**src/rtl/hard_sector_index_generator.sv**
```systemverilog
// hard_sector_index_generator: hard-sectored disc index-hole pulse train with track-mark hole.
// Geometry is latched at start and at each wrap, so a revolution always finishes with one config.
module hard_sector_index_generator (
    input  logic        clock,
    input  logic        reset,
    input  logic        cke,
    input  logic        enable,
    input  logic [7:0]  sector_count,
    input  logic [15:0] period,
    input  logic [7:0]  pulse_width,
    output logic        index,
    output logic        track_mark,
    output logic [7:0]  sector,
    output logic        rev_strobe,
    output logic        running,
    output logic        cfg_error
);
    typedef enum logic {IDLE, RUN} state_t;
    state_t state_q, state_d;
    logic [15:0] t_q, t_d, p_q, p_d, h_q, h_d;
    logic [7:0] sector_q, sector_d, s_q, s_d, w_q, w_d;
    logic index_q, index_d, track_mark_q, track_mark_d, rev_strobe_q, rev_strobe_d;
    logic cfg_error_q, cfg_error_d, cfg_ok, start;
    always_comb begin
        cfg_ok = (sector_count >= 8'd2) && (pulse_width != 8'd0) &&
                 ({8'd0, pulse_width} < (period >> 1));
        start = 1'b0;
        state_d = state_q;
        t_d = t_q;
        sector_d = sector_q;
        cfg_error_d = cfg_error_q;
        rev_strobe_d = 1'b0;
        if (cke) begin
            if (state_q == IDLE) begin
                if (enable && cfg_ok) start = 1'b1;
                else if (enable) cfg_error_d = 1'b1;
            end else if (t_q < p_q - 16'd1) begin
                t_d = t_q + 16'd1;
            end else if (sector_q < s_q - 8'd1) begin
                t_d = 16'd0;
                sector_d = sector_q + 8'd1;
            end else begin
                t_d = 16'd0;
                sector_d = 8'd0;
                if (enable && cfg_ok) start = 1'b1;
                else begin
                    state_d = IDLE;
                    if (enable) cfg_error_d = 1'b1;
                end
            end
        end
        if (start) begin
            state_d = RUN;
            t_d = 16'd0;
            sector_d = 8'd0;
            rev_strobe_d = 1'b1;
            cfg_error_d = 1'b0;
        end
        s_d = start ? sector_count : s_q;
        p_d = start ? period : p_q;
        w_d = start ? pulse_width : w_q;
        h_d = start ? (period >> 1) : h_q;
        // Outputs decode the post-edge state so they stay registered yet aligned with it
        track_mark_d = (state_d == RUN) && (sector_d == s_d - 8'd1) && (t_d >= h_d) &&
                       ({1'b0, t_d} < {1'b0, h_d} + {9'd0, w_d});
        index_d = (state_d == RUN) && ((t_d < {8'd0, w_d}) || track_mark_d);
    end
    always_ff @(posedge clock or posedge reset) begin
        if (reset) begin
            state_q <= IDLE;
            t_q <= '0;
            sector_q <= '0;
            s_q <= '0;
            p_q <= '0;
            w_q <= '0;
            h_q <= '0;
            index_q <= 1'b0;
            track_mark_q <= 1'b0;
            rev_strobe_q <= 1'b0;
            cfg_error_q <= 1'b0;
        end else begin
            state_q <= state_d;
            t_q <= t_d;
            sector_q <= sector_d;
            s_q <= s_d;
            p_q <= p_d;
            w_q <= w_d;
            h_q <= h_d;
            index_q <= index_d;
            track_mark_q <= track_mark_d;
            rev_strobe_q <= rev_strobe_d;
            cfg_error_q <= cfg_error_d;
        end
    end
    assign index = index_q;
    assign track_mark = track_mark_q;
    assign sector = sector_q;
    assign rev_strobe = rev_strobe_q;
    assign running = (state_q == RUN);
    assign cfg_error = cfg_error_q;
endmodule

```
**config.mk**
```make
export PLATFORM = sky130hd
export DESIGN_NAME = hard_sector_index_generator
export DESIGN_NICKNAME = d
export VERILOG_FILES = /design/src/rtl/hard_sector_index_generator.sv
export SDC_FILE = /design/constraint.sdc
export NUM_CORES = 1
export LEC_CHECK = 0
export ABC_AREA = 1
export CAP_MARGIN = 20
export CELL_PAD_IN_SITES_DETAIL_PLACEMENT = 2
export CELL_PAD_IN_SITES_GLOBAL_PLACEMENT = 2
export CORE_MARGIN = 10
export CORE_UTILIZATION = 35
export CTS_CLUSTER_SIZE = 40
export DETAILED_ROUTE_END_ITERATION = 12
export GPL_TIMING_DRIVEN = 1
export HOLD_SLACK_MARGIN = 0.02
export PLACE_DENSITY_LB_ADDON = 0.1
export SETUP_SLACK_MARGIN = 0.1
export SLEW_MARGIN = 15
export SYNTH_ARGS = -nofsm -noshare
export SYNTH_HDL_FRONTEND = slang
export SYNTH_SLANG_ARGS = --single-unit
```
**constraint.sdc**
```tcl
create_clock -name clock -period 7 [get_ports clock]
set_input_delay 1.05 -clock clock [delete_from_list [all_inputs] [get_ports clock]]
set_output_delay 1.05 -clock clock [all_outputs]
set_load 0.02 [all_outputs]
```
==> key figures <==
STA
  • Slew margin rel.: 55.4%
  • Final worst path period need: 6.69 ns
  • Final period util: 95.5%
  • Hold slack: roughly 0.5 ns
  • Slew Limit Fails: 0
  • RSZ-0062 raised after global routing: true
  • # setup viols final: 0
  • Layout Skew: 0.00903 ns
  • Worst Tran Pin Value: 0.667 ns
  • Final Hold Vio Count: 0
  • Fmax: 0.150 GHz

Power and ir drop
  • Internal: 1230 uW
  • Seq pwr share: 28.9%
  • Clock share of power: 23.9%
  • Peak supply drop: between 100 and 150 uV
  • Switch Pwr: 934 uW
  • Gate power share: a little under half
  • P_leak: 0.00394 uW
  • Sw Share: 43.1%
  • Pwr dens: approximately 280 nW/um^2

Setup path
  • Critical Path RT: slightly above 7 ns
  • Crit Path Class: reg2reg
  • Max stage delay on crit path: 0.42 ns
  • CP Launch Type: flop
  • Data arrival, critical path: 6.96 ns
  • CP endpoint kind: flop
  • Slowest stage cell on the critical path: or3_4
  • Critical path peak fanout: 7
  • Critical path's most frequent cell: nand2_1
  • CP delay by family, top: simple AND/OR/NAND/NOR gates
  • WP buf/inv: 6

Detailed routing
  • Routed WL per cell: 20.9 um
  • Drt first pass iters: 4
  • Vias per cell: between 5 and 6
  • Vias: ~5.9k
  • Initial DRC Count: ~300
  • WL final: between 20,000 and 25,000 um
  • Antenna-violating nets left: 0
  • DRC: 0

Die
  • Starting Density: 36.0%
  • IO Pins: 49
  • # rows: 48
  • Core ar.: 17,400 um^2
  • Die area: 23,700 um^2
  • Die width: between 150 and 200 um
  • Die Y: 154 um

Final layout
  • Most frequent cells in the layout: nand2_1 (158), inv_1 (122), ha_1 (77), dfrtp_1 (77), nor2_1 (71)
  • Inserted Diodes: 0
  • Final cell count without fillers: 1,131
  • Share of cells above drive strength 1: 13.0%
  • Post-layout util: 44.0%
  • Most common cell after layout, fill and taps aside: nand2_1
  • Fin area: 7670 um^2
  • Nets: 1,018
  • Syn-to-layout area delta: 22.3%

Synth
  • #FFs+latches synth: 77
  • Mean post-synth cell area: 7.56 um^2
  • Syn_nets: around 950
  • Area fraction of the dominant cell type after synthesis: a little under a third
  • Number of synthesis warnings: 0
  • Fraction of the yosys area taken by sequential cells: 30.7%
  • Synth unique cells: 43
  • Syn Inst Count: 829
  • Mapped Area: 6270 um^2
  • Cell taking the most area after synthesis: dfrtp_1
  • Main area contributors after synthesis: dfrtp_1 (31%), ha_1 (16%), nand2_1 (9.6%), inv_1 (7.7%), xor2_1 (5.4%)

Global routing
  • Pin count of the biggest net entering global routing: 78
  • Global Route Usage Sum: 19.0%
  • Overflow after GRT: 0
  • First-pass GRT wire length: ~37,000 um
  • Antenna violations before repair: 0
  • Number of global-route vias before repair: 6,687

Clock network
  • CTS Root Cell: clkbuf_16
  • Htree depth: 3
  • Worst-path clk slew: 0.07 ns
  • Clock Sink Count: 77
  • CTS max path bufs: 2
  • TritonCTS buffer count: 9
  • CTS tree: yes
  • Clk_lat worst skew: about 0.35 ns
  • CTS Hold Bufs: 0

Placed design
  • # port buffers: 48
  • Placement Cell Area: 7030 um^2
  • Placed Instances: ~1.1k
  • DP Wirelength: 18,000 um
  • GP Congestion: 0.849

Min path
  • Worst Hold Class: reg2reg

Run status
  • Outcome: finished, final reports clean

Job
  • Max-cap violations: 0
==> cell families (layout without fill, tap and decap cells) <==
logic type                 after synthesis  in the layout  synth area share (%)
AOI/OAI and AO/OA                      107            107                  9.60
and+or+nand+nor                        371            371                  27.4
xor gates and xnor gates                46             46                  6.43
adders and majority gates               81             81                  16.3
DFF                                     77             77                  30.7
buffers and inverters                  147            224                  9.56
==> path summary, 6_finish.rpt <==
kind                       depth (start not counted)                from  slack (ns)               end
max                                               45  p_q[2]$_DFFE_PP0P_        0.31   index$_DFF_PP0_
min                                                2    h_q[6]$_DFF_PP0_        0.50  h_q[6]$_DFF_PP0_
max in group asynchronous                          4               reset        5.29   index$_DFF_PP0_
min reg2reg                                        2    h_q[6]$_DFF_PP0_        0.50  h_q[6]$_DFF_PP0_
max reg2reg                                       45  p_q[2]$_DFFE_PP0P_        0.31   index$_DFF_PP0_
min in group asynchronous                          3               reset        1.10  t_q[3]$_DFF_PP0_
==> Yosys cell counts (all sizes together) <==
library cell and n:
nand2 175, inv 132, ha 80, dfrtp 77, nor2 77, nand3 56, a21oi 53, o21ai 39
xor2 39, nand4 20, nor3 20, buf 10, or2 8, xnor2 7, clkbuf 5, nand3b 4
nor4 4, o21a 4, o21bai 4, a211oi 3, nor3b 3, and3 2, a2111oi 1, a31o 1
a31oi 1, and2 1, fa 1, o221ai 1, or3 1
==> final cells by class <==
class	instances	area, um^2
fill	2015	9750
multi-input combinational	605	3900
sequential	77	1930
timing repair buffer	76	744
inverter	132	497
tap	225	282
clock buffer	10	229
clock inverter	6	86.3
==> routing by layer <==
layer	track usage [%]	up-vias	share of wire, %
li1	-	2837	-
met1	24.1	3013	45
met2	33.2	70	51
met3	1.92	28	2.5
met4	5.40	0	2.0
met5	0	-	0
==> per-stage QoR <==
| step | total power, uW | worst slack, ns | TNS [ns] |
|---|---|---|---|
| floorplan | 1230 | 0.762 | 0 |
| global placement | 1510 | 0.424 | 0 |
| detailed placement | 1590 | -0.0432 | -0.0432 |
| CTS | 2130 | 0.105 | 0 |
| global route | 2350 | -0.256 | -0.422 |
| finish | 2170 | 0.315 | 0 |
==> flip-flops by register name (all words and copies together), names as in the netlist <==
register / flops
cfg_error: 1
h_q: 16
index: 1
p_q: 16
rev_strobe: 1
running: 1
s_q: 8
sector: 8
t_q: 16
track_mark: 1
w_q: 8
==> power by group through the flow <==
stage	registers (uW)	logic, uW	clock network [uW]
after detailed placement	631	957	0
final	626	1020	518
after global routing	639	1160	548
after global placement	623	883	0
after CTS	623	975	529
after floorplan	613	618	0
==> timing repair <==
item                                    CTS  global route
gates cloned                              0             1
buffers inserted                          1            11
endpoints found under the hold margin     0             0
endpoints found under the setup margin    2             2
pin swaps                                 0            23
resized for setup                         5            42
==> worst register-to-register path: cells and delay by family (launching register included) <==
kind                     cells  cell delay [ns]
XOR/XNOR                     2             0.34
flip-flops                   1             0.39
AO/OA/AOI/OAI               11             1.64
AND/OR/NAND/NOR             23             2.78
adder cells (fa/ha/maj)      3             0.84
buffers and inverters        6             0.62
Note: power is estimated with default switching activity, not from simulation.
